--- config.mk ---
export PLATFORM = sky130hd
export DESIGN_NAME = cpu_state_seq
export DESIGN_NICKNAME = d
export VERILOG_FILES = /design/src/rtl/cpu_state_seq.sv
export SDC_FILE = /design/constraint.sdc
export NUM_CORES = 1
export LEC_CHECK = 0
export BUFFER_PORTS_ARGS = -buffer_cell sky130_fd_sc_hd__clkbuf_2
export CAP_MARGIN = 25
export CORE_MARGIN = 1
export CORE_UTILIZATION = 40
export CTS_CLUSTER_SIZE = 28
export DETAILED_ROUTE_END_ITERATION = 7
export PLACE_DENSITY = 0.72
export REMOVE_ABC_BUFFERS = 1
export SLEW_MARGIN = 20
export SYNTH_ARGS = -nofsm -noshare
export SYNTH_HDL_FRONTEND = slang
export SYNTH_SLANG_ARGS = --single-unit
--- constraint.sdc ---
create_clock -name clk -period 4.4 [get_ports clk]
set_input_delay 0.66 -clock clk [delete_from_list [all_inputs] [get_ports clk]]
set_output_delay 0.66 -clock clk [all_outputs]
set_load 0.05 [all_outputs]
--- src/rtl/cpu_state_seq.sv ---
// rtl/cpu_state_seq.sv - multicycle FETCH/EXEC1/EXEC2 sequencer with halt detection and counters
package cpu_state_pkg;
  // One-hot running states; all-zero is HALTED, any other code is illegal and recovers to FETCH.
  typedef enum logic [2:0] {
    HALTED = 3'b000,
    FETCH  = 3'b001,
    EXEC1  = 3'b010,
    EXEC2  = 3'b100
  } state_t;
endpackage

module cpu_state_seq
  import cpu_state_pkg::*;
#(
  parameter int CNT_W = 32
) (
  input  logic             clk,
  input  logic             reset,
  input  logic [31:0]      pc_i,
  input  logic             ram_read_en_i,
  input  logic             ram_write_en_i,
  input  logic             waitrequest_i,
  input  logic             muldiv_busy_i,
  input  logic             is_muldiv_read_i,
  output state_t           state_o,
  output logic             advance_o,
  output logic             active_o,
  output logic [CNT_W-1:0] retire_count_o,
  output logic [CNT_W-1:0] stall_count_o
);

  state_t           state_q, state_d;
  logic             active_q, active_d;
  logic [CNT_W-1:0] retire_q, retire_d;
  logic [CNT_W-1:0] stall_q, stall_d;

  logic mem_stall;
  logic md_stall;
  logic hold;
  logic halt_fetch;
  logic running;

  // The bus handshake is combinational: waitrequest qualifies the access of this same cycle.
  assign mem_stall  = (ram_read_en_i | ram_write_en_i) & waitrequest_i;
  assign md_stall   = (state_q == EXEC2) & is_muldiv_read_i & muldiv_busy_i;
  assign hold       = mem_stall | md_stall;
  assign halt_fetch = (state_q == FETCH) & (pc_i == 32'd0);
  assign running    = (state_q != HALTED);

  always_ff @(posedge clk) begin
    if (reset) begin
      state_q  <= FETCH;
      active_q <= 1'b1;
      retire_q <= '0;
      stall_q  <= '0;
    end else begin
      state_q  <= state_d;
      active_q <= active_d;
      retire_q <= retire_d;
      stall_q  <= stall_d;
    end
  end

  always_comb begin
    state_d = state_q;
    case (state_q)
      FETCH: begin
        if (halt_fetch) begin
          state_d = HALTED;
        end else if (!hold) begin
          state_d = EXEC1;
        end
      end
      EXEC1: begin
        if (!hold) begin
          state_d = EXEC2;
        end
      end
      EXEC2: begin
        if (!hold) begin
          state_d = FETCH;
        end
      end
      HALTED:  state_d = HALTED;
      default: state_d = FETCH;
    endcase
  end

  always_comb begin
    active_d = (state_d != HALTED);
    retire_d = retire_q;
    stall_d  = stall_q;
    if ((state_q == EXEC2) && !hold) begin
      retire_d = retire_q + CNT_W'(1);
    end
    if (hold && running) begin
      stall_d = stall_q + CNT_W'(1);
    end
  end

  // A halting fetch always leaves FETCH, even if the bus is stalling that cycle.
  always_comb begin
    advance_o      = running & (!hold | halt_fetch);
    state_o        = state_q;
    active_o       = active_q;
    retire_count_o = retire_q;
    stall_count_o  = stall_q;
  end

endmodule

## After elaboration in Yosys (flattened, before gate mapping)

Index checks and enable logic that the tools add are counted.

| storage, ports and cells | value |
|---|---|
| logic and storage cells | 29 |
| output and inout port bits | 69 |
| register bits after elaboration | 68 |
| bits of input ports | 39 |

| cells by class | value |
|---|---|
| reductions and logical operators | 7 |
| bitwise operators | 8 |
| add/subtract/negate cells | 2 |
| eq/ne operators | 3 |
| multiplexer cells | 5 |

Operators by type and width:

| cell | count |
|---|---|
| $add 32x1->32 const B | 2 |
| $logic_not 32->1 | 1 |
| $mux 3 | 4 |
| $pmux 3 s4 | 1 |
| $reduce_bool 3->1 | 2 |
| $and 1x1->1 | 5 |
| $eq 3x1->1 const B | 1 |
| $eq 3x2->1 const B | 1 |
| $eq 3x3->1 const B | 1 |
| $logic_not 3->1 | 1 |
| $or 1x1->1 | 3 |
| $logic_and 1x1->1 | 2 |
| $logic_not 1->1 | 1 |

## Depth between registers and ports, before layout

| depth | value |
|---|---|
| word-level depth | 8 |
| depth in mapped cells | 8 |

## Worst setup path before layout

Ideal clock, no wire load.

| timing | value |
|---|---|
| path type | input -> output |
| from | input port ram_write_en_i |
| to | output port advance_o |
| required time | 3.740 ns |
| data arrival time | 1.978 ns |
| buffers on the path | 1 |
| slack | 1.762 ns |
| stages on the path | 4 |
| path through | o21ai_1 > clkbuf_1 > a21oi_1 > nor2_1 |

| between the ends | value |
|---|---|
| word-level cells in the longest chain between the ends | 6 |

Ends and longest elaborated chain:

| what | line | text |
|---|---|---|
| start, declared | 21 | `input logic ram_write_en_i,` |
| $or 1x1->1 | 44 | `assign mem_stall = (ram_read_en_i \| ram_write_en_i) & waitrequest_i;` |
| $and 1x1->1 | 44 |  |
| $or 1x1->1 | 46 | `assign hold = mem_stall \| md_stall;` |
| $logic_not 1->1 | 103 | `advance_o = running & (!hold \| halt_fetch);` |
| $or 1x1->1 | 103 |  |
| $and 1x1->1 | 103 |  |
| end, declared | 26 | `output logic advance_o,` |

Every way passes these cells.

## Final worst setup path

| timing | value |
|---|---|
| from | input port pc_i[26] |
| to | output port advance_o |

| between the ends | value |
|---|---|
| word-level cells in the longest chain between the ends | 4 |

Ends and longest elaborated chain:

| what | line | text |
|---|---|---|
| start, declared | 19 | `input logic [31:0] pc_i,` |
| $logic_not 32->1 | 47 | `assign halt_fetch = (state_q == FETCH) & (pc_i == 32'd0);` |
| $and 1x1->1 | 47 |  |
| $or 1x1->1 | 103 |  |
| $and 1x1->1 | 103 |  |

Every way passes these cells.

==> reports/summary.txt <==
status -> finished, final reports clean
Cell Area, Placed -> 0.00384 mm2
Static Leak -> 1.54 nW
DRT Pass-1 Iters -> 4
Largest delay share family, worst path -> simple AND/OR/NAND/NOR gates
Synth Warn # -> 0
n_diodes -> 0
FILL cells -> 754
number of antenna violations at the first check in global routing -> 0
DR vias -> 3150
Top Metal Used -> met4
critical path type -> primary input to output pin
routability cong. -> 0.759
Final Cell Area -> 0.00403 mm2
die width -> 92.1 um
Reg clk slew, reported paths -> 0.07 ns
number of synthesized flops with an enable pin -> 0
Vias per Instance -> 5.22
Syn Area/Cell -> 8.15 um2
post-CTS sizing -> 0
postcts setup bufs -> 0
Hold Fails Final Rpt -> 0
routed wl met2 -> 3490 um
Finished Layout Cells -> 604
Slew @ Worst Pin -> 0.895 ns
peak supply drop -> 0.188 mV
hold buffer count at CTS -> 0
final net count -> 539
Root Driver -> clkbuf_8
crit path max-delay cell type -> clkbuf_2
core footprint -> 0.00777 mm2
Yosys cell types -> 38
Post-synth ARST share -> 0%
TritonCTS buffer count -> 9
worst-skew pair later-pin latency -> 0.34 ns
first-pass GRT wire length -> 13000 um
Fmax -> 380 MHz
Die ar. -> 0.00848 mm2
final wirelength -> 7500 um
met3 wire len -> 346 um
DP HPWL -> 5370 um
post-route minimum period -> 2.63 ns
DRC Markers -> 0
average wire per standard cell -> 12.4 um
maximum root-to-sink buffer count -> 2
top-area cell type share of the netlist area -> 41.9%
Metal-1 WL -> 3560 um
Worst Path Max Fanout -> 2
Critical path buffers and inverters -> 2
largest net degree at the start of global routing -> 45
post-route setup TNS -> 0 ns
Synth Flop Type -> dfxtp_1
# port buffers -> 107
pwr/cell area -> 304 mW/mm2
post-synth design cell area -> 0.00325 mm2
number of global-route vias before repair -> 2853
Multi-input gate area -> 0.00176 mm2
total of max-cap violations -> 0
post-layout util -> 51.9%
Yosys top cell by area -> dfxtp_1
critical-path cell list -> clkbuf_2 -> nor4_1 -> nand4_1 -> nor4_1 -> nor2_1 -> nor2_1 -> clkbuf_2
Seq/Total Area, Yosys -> 41.9%
sequential cell area -> 0.00136 mm2
CTS tree -> done
grt ovf -> 0
most frequent cells in the layout -> clkbuf_2 (107), dfxtp_1 (68), nor2_1 (59)
Placed Cells -> 589
fraction of layout cells with a size suffix above 1 -> 25.7%
WP data required -> 3.74 ns
Die Y -> 92.1 um
1st-iter DRT viols -> 55
Ports -> 108
H-tree depth -> 3
Mapped Cells -> 398
commonest non-fill, non-tap cell in the layout -> clkbuf_2
Post-DRT Antenna Nets -> 0
CTS Sinks -> 68
GRT Resource Usage Total -> 18.9%
Slew Viols, Final -> 0
synthesis-to-finish area growth -> 24.3%
CP Launch Type -> primary input
fin crit share -> 59.8%
Initial Util -> 41.8%
Setup Skew -> 0.0132 ns
Yosys reg bits -> 68
unrepaired setup endpoints after global routing -> no
main area contributors after synthesis -> dfxtp_1 (42%), nor2_1 (6.8%), xnor2_1 (6.5%), xor2_1 (5.7%), nand4_1 (4.2%)
site row count -> 32
crit path DAT -> 1.97 ns
CP peak stage delay -> 0.30 ns
endpoints failing setup -> 0
Slew HR -> 40.3%
crit end category -> output pin
worst hold path class -> flop to flop
routing by layer:
layer | track usage [%] | vias up
met2 | 31.0 | 74
met3 | 4.06 | 8
met5 | 0 | -
met1 | 24.2 | 1465
li1 | - | 1603
met4 | 6.90 | 0
state kept, by name (all words and copies together) (netlist names):
register        flops
stall_count_o      32
retire_count_o     32
active_o            1
state_o             3
worst paths after layout:
path	from	to	slack, ns	depth (start not counted)
hold / removal	stall_count_o[31]	stall_count_o[31]	0.50	2
setup / recovery	pc_i[26]	advance_o	1.77	7
setup reg to reg	state_o[2]	retire_count_o[31]	1.88	5
hold reg to reg	stall_count_o[31]	stall_count_o[31]	0.50	2
metrics by stage:
step	hold slack, ns	setup slack [ns]	total power, W
global placement	0.478	1.78	0.000729
finish	0.495	1.77	0.00123
CTS	0.500	1.75	0.00123
floorplan	0.707	1.73	0.000690
global route	0.520	1.60	0.00127
detailed placement	0.489	1.76	0.000731
cells in the mapped netlist (all sizes together), types with 2 or more instances:
library cell and n:
o21ba 2, buf 4, nand4bb 2, xnor2 24, o21a 2, nor3 20, or3 12, nand4 22
ha 2, a21oi 20, mux2i 2, o31ai 2, or4 4, and2 2, clkbuf 17, nor4 15
nor2 59, and4 8, xor2 21, nand3 22, and3 5, dfxtp 68, nand2 29, o21ai 14
inv 10
tightest hold or removal path, cell delays in order (launching register included):
cell     delay (ns)
dfxtp_1        0.32
o21ai_0        0.07
a21oi_1        0.06
report_power, final:
group	internal (W)	switching [W]	leakage [nW]
sequential	0.000621	0.00000976	0.548
combinational	0.0000302	0.0000566	0.899
clock	0.000273	0.000235	0.0914
layout make-up:
cell class,instances,share of cell area (%)
inverter,10,0.931
sequential,68,33.7
tap,102,3.16
multi-input combinational,299,43.6
clock buffer,11,3.50
timing repair buffer,110,13.8
clock inverter,4,1.24
logic make-up (layout without fill, tap and decap cells):
family | after synthesis | after routing | share of synthesized area, %
AO/OA/AOI/OAI | 45 | 45 | 8.13
XOR/XNOR | 45 | 45 | 12.1
adder cells (fa/ha/maj) | 2 | 2 | 0.771
buffers and inverters | 31 | 135 | 3.89
flip-flops | 68 | 68 | 41.9
multiplexers | 3 | 3 | 0.964
AND/OR/NAND/NOR | 204 | 204 | 32.2
Note: power is estimated with default switching activity, not from simulation.
